**src/rtl/alu_issue_ctrl_pkg.sv**
```systemverilog
// Shared definitions for the ALU issue controller: default sizes, FSM state
// encoding, carry-in select codes and the carry-in mux helper.
package alu_issue_ctrl_pkg;

    localparam int unsigned WIDTH_DEF = 8;
    localparam int unsigned NREG_DEF  = 4;

    typedef enum logic [1:0] {
        IDLE = 2'd0,
        EXEC = 2'd1,
        DONE = 2'd2
    } state_t;

    localparam logic [1:0] CIN_ZERO = 2'b00;
    localparam logic [1:0] CIN_ONE  = 2'b01;
    localparam logic [1:0] CIN_FLAG = 2'b10;

    // Carry-in source select; the unused code 2'b11 behaves as CIN_ZERO.
    function automatic logic cin_select(input logic [1:0] sel, input logic flag);
        case (sel)
            CIN_ONE:  return 1'b1;
            CIN_FLAG: return flag;
            default:  return 1'b0;
        endcase
    endfunction

endpackage

```
**src/rtl/alu_issue_ctrl_regfile.sv**
```systemverilog
// Operand register file: NREG x WIDTH entries, async active-low reset,
// one write port and two combinational read ports.
//   clk, rst_n              clock / async reset
//   we, waddr, wdata        write port (arbitrated by the parent)
//   raddr_a/_b, rdata_a/b_c read ports (combinational)
module alu_regfile
    import alu_issue_ctrl_pkg::*;
#(
    parameter int unsigned WIDTH = WIDTH_DEF,
    parameter int unsigned NREG  = NREG_DEF,
    parameter int unsigned AW    = $clog2(NREG)
) (
    input  logic             clk,
    input  logic             rst_n,
    input  logic             we,
    input  logic [AW-1:0]    waddr,
    input  logic [WIDTH-1:0] wdata,
    input  logic [AW-1:0]    raddr_a,
    input  logic [AW-1:0]    raddr_b,
    output logic [WIDTH-1:0] rdata_a_c,
    output logic [WIDTH-1:0] rdata_b_c
);

    logic [WIDTH-1:0] mem [NREG];

    // Storage with single write port.
    always_ff @(posedge clk or negedge rst_n) begin
        if (!rst_n) begin
            mem <= '{default: '0};
        end else if (we) begin
            mem[waddr] <= wdata;
        end
    end

    assign rdata_a_c = mem[raddr_a];
    assign rdata_b_c = mem[raddr_b];

endmodule

```
**src/rtl/alu_issue_ctrl.sv**
```systemverilog
// Sequential front end for an 8-bit combinational ALU. Accepts instructions
// over valid/ready, drives registered operands/select/carry-in to the ALU,
// captures D/C_out/z one cycle later, writes the result back and updates
// sticky carry/zero flags.
//   clk, rst_n                         clock / async active-low reset
//   in_valid/in_ready, in_op, in_rd,
//   in_rs1, in_rs2, in_cin_sel          instruction handshake and fields
//   ld_en, ld_addr, ld_data             direct register load (only when ready)
//   alu_a, alu_b, alu_s, alu_cin        registered ALU drive
//   alu_d, alu_cout, alu_z              ALU result inputs
//   res_valid, res_data, res_cout,
//   res_z                               captured result and one-cycle strobe
//   flag_c, flag_z                      flags of last completed instruction
//   busy                                high while executing
module alu_issue_ctrl
    import alu_issue_ctrl_pkg::*;
#(
    parameter int unsigned WIDTH = WIDTH_DEF,
    parameter int unsigned NREG  = NREG_DEF,
    parameter int unsigned AW    = $clog2(NREG)
) (
    input  logic             clk,
    input  logic             rst_n,
    input  logic             in_valid,
    output logic             in_ready,
    input  logic [3:0]       in_op,
    input  logic [AW-1:0]    in_rd,
    input  logic [AW-1:0]    in_rs1,
    input  logic [AW-1:0]    in_rs2,
    input  logic [1:0]       in_cin_sel,
    input  logic             ld_en,
    input  logic [AW-1:0]    ld_addr,
    input  logic [WIDTH-1:0] ld_data,
    output logic [WIDTH-1:0] alu_a,
    output logic [WIDTH-1:0] alu_b,
    output logic [3:0]       alu_s,
    output logic             alu_cin,
    input  logic [WIDTH-1:0] alu_d,
    input  logic             alu_cout,
    input  logic             alu_z,
    output logic             res_valid,
    output logic [WIDTH-1:0] res_data,
    output logic             res_cout,
    output logic             res_z,
    output logic             flag_c,
    output logic             flag_z,
    output logic             busy
);

    state_t           state;
    logic [AW-1:0]    rd_q;

    logic             accept_c;
    logic             ld_fire_c;
    logic             wb_c;
    logic             we_c;
    logic [AW-1:0]    waddr_c;
    logic [WIDTH-1:0] wdata_c;
    logic [WIDTH-1:0] rf_a_c;
    logic [WIDTH-1:0] rf_b_c;
    logic [WIDTH-1:0] opa_c;
    logic [WIDTH-1:0] opb_c;

    assign accept_c  = in_valid & in_ready;
    assign ld_fire_c = ld_en & in_ready;
    assign wb_c      = (state == EXEC);

    // Write-port arbitration: write-back only happens in EXEC, loads only
    // when ready (never in EXEC), so the two cannot collide.
    always_comb begin
        we_c    = ld_fire_c | wb_c;
        waddr_c = ld_addr;
        wdata_c = ld_data;
        if (wb_c) begin
            waddr_c = rd_q;
            wdata_c = alu_d;
        end
    end

    // Same-cycle load forwards into the operand being read.
    always_comb begin
        opa_c = rf_a_c;
        opb_c = rf_b_c;
        if (ld_fire_c && (ld_addr == in_rs1)) opa_c = ld_data;
        if (ld_fire_c && (ld_addr == in_rs2)) opb_c = ld_data;
    end

    alu_regfile #(
        .WIDTH (WIDTH),
        .NREG  (NREG),
        .AW    (AW)
    ) u_regfile (
        .clk       (clk),
        .rst_n     (rst_n),
        .we        (we_c),
        .waddr     (waddr_c),
        .wdata     (wdata_c),
        .raddr_a   (in_rs1),
        .raddr_b   (in_rs2),
        .rdata_a_c (rf_a_c),
        .rdata_b_c (rf_b_c)
    );

    // Issue FSM with registered ALU drive, result capture and status.
    always_ff @(posedge clk or negedge rst_n) begin
        if (!rst_n) begin
            state     <= IDLE;
            rd_q      <= '0;
            alu_a     <= '0;
            alu_b     <= '0;
            alu_s     <= '0;
            alu_cin   <= 1'b0;
            res_valid <= 1'b0;
            res_data  <= '0;
            res_cout  <= 1'b0;
            res_z     <= 1'b0;
            flag_c    <= 1'b0;
            flag_z    <= 1'b0;
            in_ready  <= 1'b1;
            busy      <= 1'b0;
        end else begin
            res_valid <= 1'b0;
            case (state)
                IDLE, DONE: begin
                    if (accept_c) begin
                        alu_a    <= opa_c;
                        alu_b    <= opb_c;
                        alu_s    <= in_op;
                        alu_cin  <= cin_select(in_cin_sel, flag_c);
                        rd_q     <= in_rd;
                        state    <= EXEC;
                        in_ready <= 1'b0;
                        busy     <= 1'b1;
                    end else begin
                        state <= IDLE;
                    end
                end
                EXEC: begin
                    res_data  <= alu_d;
                    res_cout  <= alu_cout;
                    res_z     <= alu_z;
                    flag_c    <= alu_cout;
                    flag_z    <= alu_z;
                    res_valid <= 1'b1;
                    state     <= DONE;
                    in_ready  <= 1'b1;
                    busy      <= 1'b0;
                end
                default: begin
                    state    <= IDLE;
                    in_ready <= 1'b1;
                    busy     <= 1'b0;
                end
            endcase
        end
    end

endmodule

```
**config.mk**
```make
export PLATFORM = sky130hd
export DESIGN_NAME = alu_issue_ctrl
export DESIGN_NICKNAME = d
export VERILOG_FILES = /design/src/rtl/alu_issue_ctrl_pkg.sv /design/src/rtl/alu_issue_ctrl_regfile.sv /design/src/rtl/alu_issue_ctrl.sv
export SDC_FILE = /design/constraint.sdc
export NUM_CORES = 1
export LEC_CHECK = 0
export BUFFER_PORTS_ARGS = -buffer_cell sky130_fd_sc_hd__buf_2
export CAP_MARGIN = 30
export CORE_MARGIN = 10
export CORE_UTILIZATION = 40
export CTS_CLUSTER_DIAMETER = 80
export CTS_CLUSTER_SIZE = 30
export DETAILED_ROUTE_END_ITERATION = 8
export GPL_TIMING_DRIVEN = 0
export MAX_ROUTING_LAYER = met4
export SLEW_MARGIN = 10
export SYNTH_ARGS = -nofsm -noshare
export SYNTH_HDL_FRONTEND = slang
export SYNTH_SLANG_ARGS = --single-unit
```
**constraint.sdc**
```tcl
create_clock -name clk -period 1.8 [get_ports clk]
set_input_delay 0.18 -clock clk [delete_from_list [all_inputs] [get_ports clk]]
set_output_delay 0.18 -clock clk [all_outputs]
set_load 0.03 [all_outputs]
```
==> results.sh, run 1 <==
export IMPL_outcome="finished, final reports clean"
export IMPL_yosys_warnings=0
export IMPL_hold_viol_final=0
export IMPL_ys_ff_latch=69
export IMPL_netlist_area_sq_mm=0.00337
export IMPL_crit_fanout=8
export IMPL_grtUsageTotal_pct=14.1
export IMPL_cp_slowest_stage_delay_ps=400
export IMPL_cts_root_buffer="clkbuf_8"
export IMPL_rsz0062_at_grt="true"
export IMPL_drc=0
export IMPL_max_slew_margin_pct=68.6
export IMPL_regArea_sq_mm=0.00173
export IMPL_synthTopCellsByCount="dfrtp_1 (68), nand2_1 (68), mux2_2 (24)"
export IMPL_wl_mm=8.48
export IMPL_dp_hpwl_mm=6.09
export IMPL_finalMaxSlewViolations=0
export IMPL_worstSetupPathType="reg -> reg"
export IMPL_timing_rr_start="res_valid$_DFF_PN0_"
export IMPL_clockBufferDepth=2
export IMPL_multiInputGateArea_sq_mm=0.00152
export IMPL_finClkSkew_ps=12.0
export IMPL_cp_required_ps=2020
export IMPL_first_global_vias=2496
export IMPL_crit_chain="nand2b_4 > inv_4 > mux2i_4 > a21bo_1 > buf_6 > mux2_4"
export IMPL_synth_simple_area_share_pct=11.2
export IMPL_area_growth_pct=22.0
export IMPL_die_h_um=112
export IMPL_rows=33
export IMPL_dpl_instance_area_sq_mm=0.00387
export IMPL_power_leakage_nw=2.21
export IMPL_final_setup_viol_count=0
export IMPL_clk_latency_ps=340
export IMPL_synth_xor_area_share_pct=1.04
export IMPL_num_nets_final=394
export IMPL_port_buffers=67
export IMPL_fmax_mhz=571
export IMPL_critPathCaptureType="flop"
export IMPL_drt_initial_drc_count=64
export IMPL_synth_area_top_cells="dfrtp_1 (51%), mux4_2 (11%), mux2_2 (8.0%)"
export IMPL_ys_seq_area_share_pct=51.3
export IMPL_cp_slowest_cell="dfrtp_2"
export IMPL_cp_startpoint="res_valid$_DFF_PN0_"
export IMPL_fin_crit_ps=1750
export IMPL_hold_start="alu_cout"
export IMPL_grt_start_max_net_pins=61
export IMPL_finalPower_mw=2.84
export IMPL_vias=2341
export IMPL_hold_ws_ps=30.2
export IMPL_cts_tree="done"
export IMPL_ant_nets=0
export IMPL_first_pass_iters=4
export IMPL_yosysTopAreaCell="dfrtp_1"
export IMPL_synth_top_family_by_area="multiplexers"
export IMPL_synth_top_area_share_pct=50.6
export IMPL_numCtsBuffers=9
export IMPL_cts_sinks=69
export IMPL_drive_gt1_share_pct=43.2
export IMPL_grt_antenna_before_repair=0
export IMPL_cp_data_arrival_time_ps=1970
export IMPL_wl_per_cell_um=18.2
export IMPL_maxCapViolations=0
export IMPL_yosysUniqueCellTypes=28
export IMPL_min_path_type="in -> reg"
export IMPL_path_clk_slew_ps=70
export IMPL_synth_edff_count=0
export IMPL_io_pins=72
export IMPL_syn_num_nets=315
export IMPL_initial_utilization_pct=41.0
export IMPL_final_cell_area_sq_mm=0.00411
export IMPL_synthMuxAreaShare_pct=28.0
export IMPL_vdd_drop_max_mv=0.331
export IMPL_synth_compound_area_share_pct=3.68
export IMPL_via_per_inst=5.02
export IMPL_min_period_over_period_pct=97.3
export IMPL_synthCells=277
export IMPL_core_sq_mm=0.00822
export IMPL_grt_pass1_wl_mm=13.4
export IMPL_ys_async_sr_fraction_pct=100
export IMPL_avgSynthCellArea_sq_um=12.2
export IMPL_ys_flop_type="dfrtp_1"
export IMPL_worst_slew_pin_slew_ps=469
export IMPL_htree_levels=3
export IMPL_antenna_cells=0
export IMPL_die_area_sq_mm=0.0125
export IMPL_synthAdderAreaFrac_pct=0.743
export IMPL_fill_cells=794
export IMPL_grt_ovfl_total=0
export IMPL_die_x_um=112
export IMPL_powerDensity_mw_per_mm2=692
export IMPL_place_gp_congestion=0.782
export IMPL_start_kind="flop"
## power by group
group	switching, mW	leakage (nW)	internal [mW]
combinational	0.0947	1.22	0.0655
sequential	0	0.902	1.55
clock	0.564	0.0921	0.569
## critical path: cells and delay by family (launching register included)
kind	cells	cell delay, ps
mux	2	590
flops	1	400
compound gates	1	240
buf+inv	2	240
simple gates	1	160
## layer usage
| metal | global-route usage (%) | vias up | share of wire (%) |
|---|---|---|---|
| li1 | - | 1107 | - |
| met1 | 17.3 | 1177 | 45 |
| met2 | 22.2 | 49 | 50 |
| met3 | 3.17 | 8 | 4.3 |
| met4 | 4.97 | 0 | 1.1 |
| met5 | - | - | 0 |
## final cells by class
cell class / instances / share of cell area, %
Buffer: 15 / 3.11
Clock buffer: 12 / 3.78
Clock inverter: 4 / 0.548
Inverter: 6 / 0.670
Multi-Input combinational cell: 185 / 37.0
Sequential cell: 69 / 42.1
Tap cell: 105 / 3.20
Timing Repair Buffer: 70 / 9.63
## registers in the layout (all words and copies together) (netlist names)
name and count:
flag_c 1, alu_cin 1, rd_q 2, state 1
alu_s 4, u_regfile.mem 32, res_data 8, in_ready 1
res_valid 1, alu_b 8, alu_a 8, flag_z 1
busy 1
## per-stage QoR
stage	utilization, %	setup slack (ps)	instances	setup TNS [ps]
floorplan	-	1.62	277	0
global route	50.0	-7.74	466	-14.1
detailed placement	47.1	-153	450	-2040
CTS	49.8	17.9	467	0
finish	50.0	49.3	466	0
global placement	46.7	-153	449	-1730
## worst paths after layout
| path | end | slack [ps] | cells after the start |
|---|---|---|---|
| min | flag_c$_DFFE_PN0N_ | 30 | 3 |
| max | u_regfile.mem[14]$_DFFE_PN0P_ | 50 | 6 |
| max reg2reg | u_regfile.mem[14]$_DFFE_PN0P_ | 50 | 6 |
| min in group asynchronous | alu_a[7]$_DFFE_PN0P_ | 220 | 2 |
| max in group asynchronous | in_ready$_DFFE_PN1P_ | 1000 | 3 |
| min reg2reg | res_data[2]$_DFFE_PN0N_ | 470 | 2 |
## cells by family (layout without fill, tap and decap cells)
group	after synthesis	after routing
AO/OA/AOI/OAI	22	22
buffers and inverters	23	107
AND/OR/NAND/NOR	91	91
XOR/XNOR	4	4
flip-flops	69	69
multiplexers	66	66
adder cells (fa/ha/maj)	2	2
## what timing repair did
| item | 4_1_cts | 5_1_grt |
|---|---|---|
| pin swaps | 1 | 0 |
| gates resized for setup | 6 | 8 |
| endpoints found under the setup margin | 29 | 30 |
| hold buffers | 1 | 0 |
| hold endpoints to repair | 68 | 0 |
| setup buffers | 1 | 0 |
## layout by cell type (no fill, tap or decap), types with 2 or more instances in the layout
master	n
buf_2	68
nand2_1	67
dfrtp_1	67
mux2_2	24
a21oi_1	18
mux2i_1	17
mux4_2	16
nor2_1	16
clkbuf_8	11
mux2_4	8
buf_4	7
inv_1	4
buf_6	4
xnor2_1	4
clkbuf_1	3
clkinv_2	3
inv_4	2
buf_12	2
nand4_2	2
ha_1	2
Note: power is estimated with default switching activity, not from simulation.
==> inputs of run 2 (changes only) <==
- CORE_ASPECT_RATIO: default -> 2
==> run 2 against run 1 <==
Clock skew decreased by 7.6 ps; worst setup slack lost 27 ps; clock power is 62% higher; count of clock-buffer cells in the layout did not move; non-clock buffer count up 3; global-route usage rose by 0.94 points; largest power group is now clock; flip-flop and latch count is the same; sequential power hardly changed; critical path depth did not move; power up 25%; core utilization increased by 1.8 points.
==> results.sh, run 2 (synthesis results as in run 1) <==
export IMPL_outcome="finished, final reports clean"
export IMPL_powerDensity_mw_per_mm2=831
export IMPL_hold_start="alu_cout"
export IMPL_power_leakage_nw=2.30
export IMPL_worstSetupPathType="reg -> reg"
export IMPL_grt_pass1_wl_mm=14.2
export IMPL_die_x_um=84.9
export IMPL_drc=0
export IMPL_io_pins=72
export IMPL_hold_ws_ps=29.7
export IMPL_wl_mm=8.98
export IMPL_port_buffers=67
export IMPL_layout_setup_ws_ps=22.4
export IMPL_final_cell_area_sq_mm=0.00426
export IMPL_vias=2361
export IMPL_fmax_mhz=563
export IMPL_worst_slew_pin_slew_ps=486
export IMPL_ant_nets=0
export IMPL_cts_sinks=69
export IMPL_cts_tree="done"
export IMPL_timing_rr_start="res_valid$_DFF_PN0_"
export IMPL_grt_start_max_net_pins=46
export IMPL_largest_reg_flops=32
export IMPL_finClkSkew_ps=4.38
export IMPL_die_h_um=150
export IMPL_area_growth_pct=26.5
export IMPL_drive_gt1_share_pct=44.0
export IMPL_crit_fanout=8
export IMPL_place_ws_ps=-191
export IMPL_vdd_drop_max_mv=0.492
export IMPL_max_slew_margin_pct=67.5
export IMPL_seqPwrFrac_pct=43.8
export IMPL_core_sq_mm=0.00823
export IMPL_via_per_inst=5.11
export IMPL_dpl_instance_area_sq_mm=0.00386
export IMPL_min_period_over_period_pct=98.8
export IMPL_place_gp_congestion=0.794
export IMPL_numCtsBuffers=9
export IMPL_grtUsageTotal_pct=15.0
export IMPL_drt_initial_drc_count=145
export IMPL_p_int_mw=2.79
export IMPL_rows=47
export IMPL_first_pass_iters=5
export IMPL_power_switching_mw=0.746
export IMPL_layout_common_cells="buf_2 (68), nand2_1 (67), dfrtp_1 (67), mux2_2 (24), a21oi_1 (18)"
export IMPL_cp_required_ps=2020
export IMPL_fill_cells=740
export IMPL_htree_levels=3
export IMPL_dp_hpwl_mm=6.61
export IMPL_first_global_vias=2595
export IMPL_antenna_cells=0
export IMPL_cp_data_arrival_time_ps=2000
export IMPL_clockBufferDepth=2
export IMPL_grt_ovfl_total=0
export IMPL_cts_root_buffer="clkbuf_16"
export IMPL_final_common_cell="buf_2"
export IMPL_clk_latency_ps=340
export IMPL_num_nets_final=397
export IMPL_rsz0062_at_grt="true"
export IMPL_hold_viol_final=0
export IMPL_cp_startpoint="res_valid$_DFF_PN0_"
export IMPL_die_area_sq_mm=0.0127
export IMPL_initial_utilization_pct=40.9
export IMPL_critPathCaptureType="flop"
export IMPL_top_register="u_regfile.mem"
export IMPL_p_sw_share_pct=21.1
export IMPL_final_setup_viol_count=0
export IMPL_combPwrFrac_pct=4.6
export IMPL_start_kind="flop"
export IMPL_wl_per_cell_um=19.4
export IMPL_fin_tns_setup_ps=0
export IMPL_fin_crit_ps=1780
export IMPL_clkPwrFrac_pct=51.6
export IMPL_maxCapViolations=0
export IMPL_min_path_type="in -> reg"
export IMPL_finalMaxSlewViolations=0
export IMPL_grt_antenna_before_repair=0
export IMPL_path_clk_slew_ps=50
[run 2: changes by cell type in the layout (fill, tap and decap cells not counted)]
cell,before,now
inv_4,2,1
bufinv_16,0,1
buf_4,7,9
inv_2,0,1
clkbuf_1,3,2
buf_8,0,1
clkbuf_8,11,3
clkbuf_16,0,9
clkinvlp_4,1,0
[run 2: what timing repair did]
action | in CTS | in global routing
setup buffers | 2 | 1
gates resized for setup | 9 | 2
endpoints found under the setup margin | 33 | 28
pin swaps | 1 | 0
hold buffers | 1 | 0
endpoints found under the hold margin | 24 | 0
[run 2: final timing paths]
check                                               end  slack (ps)  depth (start not counted)
max                        u_regfile.mem[8]$_DFFE_PN0P_          20                          6
min                                  flag_c$_DFFE_PN0N_          30                          3
max reg2reg                u_regfile.mem[8]$_DFFE_PN0P_          20                          6
min reg2reg                         alu_cin$_DFFE_PN0P_         470                          2
max in group asynchronous          in_ready$_DFFE_PN1P_         920                          3
min in group asynchronous            flag_c$_DFFE_PN0N_         300                          2
[run 2: cell type report]
type / count / area, sq um / area share [%]
clock buffers: 12 / 267 / 6.26
inverters: 6 / 25.0 / 0.588
repair buffers: 72 / 423 / 9.93
well taps: 98 / 123 / 2.88
flip-flops and latches: 69 / 1730 / 40.6
multi-input cells: 185 / 1520 / 35.6
clock inverters: 4 / 45.0 / 1.06
plain buffers: 16 / 130 / 3.06
[run 2: metrics by stage]
| step | cells | total power [mW] | utilization, % |
|---|---|---|---|
| after floorplan | 277 | 1.64 | - |
| after global placement | 442 | 1.73 | 46.5 |
| after detailed placement | 443 | 1.74 | 46.9 |
| after CTS | 462 | 3.58 | 51.7 |
| after global routing | 462 | 3.65 | 51.7 |
| final | 462 | 3.54 | 51.7 |
[run 2: worst max-delay path, stage by stage, from the launching register on]
cell and delay (ps):
dfrtp_2 400, nand2b_4 160, inv_4 80, mux2i_4 300, a21bo_1 260, buf_8 160, mux2_4 300
[run 2: power by group through the flow]
stage	sequential (mW)	clock [mW]	combinational (mW)
2_1_floorplan	1.58	0	0.0623
3_3_place_gp	1.58	0	0.152
3_5_place_dp	1.58	0	0.163
4_1_cts	1.55	1.86	0.166
5_1_grt	1.55	1.92	0.180
6_report	1.55	1.83	0.161
[run 2: layer usage]
layer	vias up	part of all wire [%]	routed length, um	global-route usage (%)
met5	-	0	0	-
li1	1120	-	-	-
met3	13	4.3	387	3.81
met1	1180	38	3370	15.0
met2	48	56	5040	27.0
met4	0	2.0	177	5.88
==> inputs of run 3 (changes only) <==
- BUFFER_PORTS_ARGS: -buffer_cell sky130_fd_sc_hd__buf_2 -> -buffer_cell sky130_fd_sc_hd__buf_4
==> run 3 against run 2 <==
Worst hold slack gained 9.0 ps; largest power group unchanged; critical path type unchanged; worst setup slack gained 32 ps; final cell count grew 0.22%; final area grew 2.7%.
==> results.sh, run 3 (synthesis results as in run 1) <==
export IMPL_power_leakage_nw=2.32
export IMPL_critPathCaptureType="flop"
export IMPL_cts_sinks=69
export IMPL_crit_fanout=8
export IMPL_finalMaxSlewViolations=0
export IMPL_drive_gt1_share_pct=42.7
export IMPL_wl_per_cell_um=19.5
export IMPL_post_place_cells=442
export IMPL_p_int_mw=2.60
export IMPL_cp_slowest_cell="dfrtp_2"
export IMPL_fin_tns_setup_ps=0
export IMPL_top_register="u_regfile.mem"
export IMPL_fmax_mhz=573
export IMPL_layout_setup_ws_ps=54.9
export IMPL_layout_common_cells="buf_4 (75), nand2_1 (67), dfrtp_1 (67), mux2_2 (24), a21oi_1 (18)"
export IMPL_die_h_um=150
export IMPL_cp_required_ps=2010
export IMPL_wl_mm=9.01
export IMPL_seqPwrFrac_pct=46.9
export IMPL_rows=47
export IMPL_vdd_drop_max_mv=0.489
export IMPL_final_setup_viol_count=0
export IMPL_htree_levels=3
export IMPL_rsz0062_at_grt="true"
export IMPL_worstSetupPathType="reg -> reg"
export IMPL_finClkSkew_ps=5.37
export IMPL_cp_slowest_stage_delay_ps=400
export IMPL_min_path_type="in -> reg"
export IMPL_rr_worst_depth=6
export IMPL_first_pass_iters=4
export IMPL_critical_path_endpoint="u_regfile.mem[15]$_DFFE_PN0P_"
export IMPL_cts_root_buffer="clkbuf_16"
export IMPL_p_sw_share_pct=21.3
export IMPL_powerDensity_mw_per_mm2=756
export IMPL_clk_latency_ps=330
export IMPL_reg2reg_slack_ps=50
export IMPL_max_slew_margin_pct=69.7
export IMPL_io_pins=72
export IMPL_first_global_vias=2548
export IMPL_clockBufferDepth=2
export IMPL_maxCapViolations=0
export IMPL_fin_crit_ps=1750
export IMPL_place_ws_ps=-166
export IMPL_via_per_inst=5.18
export IMPL_drc=0
export IMPL_drt_initial_drc_count=98
export IMPL_area_growth_pct=30.0
export IMPL_grt_pass1_wl_mm=14.2
export IMPL_initial_utilization_pct=40.9
export IMPL_hold_ws_ps=38.7
export IMPL_cp_data_arrival_time_ps=1960
export IMPL_finalPower_mw=3.31
export IMPL_grt_antenna_before_repair=0
export IMPL_port_buffers=67
export IMPL_core_sq_mm=0.00823
export IMPL_cts_tree="done"
export IMPL_grtUsageTotal_pct=15.0
export IMPL_start_kind="flop"
export IMPL_num_nets_final=398
export IMPL_rr_endpoint="u_regfile.mem[15]$_DFFE_PN0P_"
export IMPL_path_clk_slew_ps=50
export IMPL_power_switching_mw=0.705
export IMPL_layoutNonFillerInstCount=463
export IMPL_crit_chain="nand2b_4 > inv_4 > mux2i_4 > a21bo_1 > buf_8 > mux2_4"
export IMPL_clkPwrFrac_pct=47.6
export IMPL_hold_viol_final=0
export IMPL_die_area_sq_mm=0.0127
export IMPL_min_period_over_period_pct=97.0
export IMPL_fill_cells=761
export IMPL_antenna_cells=0
export IMPL_final_common_cell="buf_4"
export IMPL_worst_slew_pin_slew_ps=453
export IMPL_grt_start_max_net_pins=70
export IMPL_cp_startpoint="res_valid$_DFF_PN0_"
export IMPL_timing_rr_start="res_valid$_DFF_PN0_"
export IMPL_grt_ovfl_total=0
export IMPL_hold_start="alu_z"
export IMPL_outcome="finished, final reports clean"
export IMPL_vias=2399
export IMPL_numCtsBuffers=9
export IMPL_largest_reg_flops=32
export IMPL_dp_hpwl_mm=6.61
export IMPL_place_gp_congestion=0.782
export IMPL_die_x_um=84.9
export IMPL_ant_nets=0
export IMPL_combPwrFrac_pct=5.5
-- run 3: cell count changes in the layout (fill, tap and decap cells not counted), moves of 2 or more --
cell,previous run,this run
clkbuf_4,0,2
clkbuf_8,3,1
buf_4,9,75
buf_2,68,2
clkbuf_1,2,6
-- run 3: timing repair --
item,in CTS,in global routing
pin swaps,1,0
hold buffers,1,0
resized for setup,7,4
endpoints found under the hold margin,23,0
buffers inserted,2,2
setup endpoints to repair,33,26
-- run 3: layer usage --
metal  wire, um  global-route usage [%]
met3        412                    3.81
met1       3380                    15.2
met4        116                    5.46
met5          0                       -
met2       5110                    27.0
-- run 3: layout make-up --
cell class / count / area [sq um] / share of cell area [%]
Timing Repair Buffer: 73 / 583 / 13.3
Tap cell: 98 / 123 / 2.80
Inverter: 6 / 25.0 / 0.572
Sequential cell: 69 / 1730 / 39.5
Clock buffer: 14 / 254 / 5.81
Buffer: 16 / 130 / 2.97
Multi-Input combinational cell: 185 / 1520 / 34.8
Clock inverter: 2 / 10.0 / 0.229
-- run 3: critical path, delay by kind of cell, from the launching register on --
family | cells | cell delay (ps)
buffers and inverters | 2 | 240
flip-flops | 1 | 400
AND/OR/NAND/NOR | 1 | 160
multiplexers | 2 | 570
AO/OA/AOI/OAI | 1 | 250
-- run 3: worst min-delay path by stage --
stage,to,slack [ps],cells after the start
2_1_floorplan,alu_a[0]$_DFFE_PN0P_,-120,0
3_3_place_gp,flag_c$_DFFE_PN0N_,350,1
3_5_place_dp,alu_cin$_DFFE_PN0P_,350,1
4_1_cts,flag_z$_DFFE_PN0N_,30,3
5_1_grt,flag_z$_DFFE_PN0N_,50,3
6_report,flag_z$_DFFE_PN0N_,40,3
-- run 3: power groups by stage --
stage / registers (mW) / logic [mW] / clock network, mW
6_report: 1.55 / 0.182 / 1.57
5_1_grt: 1.55 / 0.202 / 1.68
4_1_cts: 1.55 / 0.179 / 1.62
3_5_place_dp: 1.58 / 0.174 / 0
3_3_place_gp: 1.58 / 0.172 / 0
2_1_floorplan: 1.58 / 0.0623 / 0
-- run 3: stage by stage --
stage / instance area [sq um] / utilization, %
detailed placement: 4000 / 48.5
floorplan: 3370 / -
CTS: 4320 / 52.5
finish: 4370 / 53.1
global route: 4370 / 53.1
global placement: 4000 / 48.5
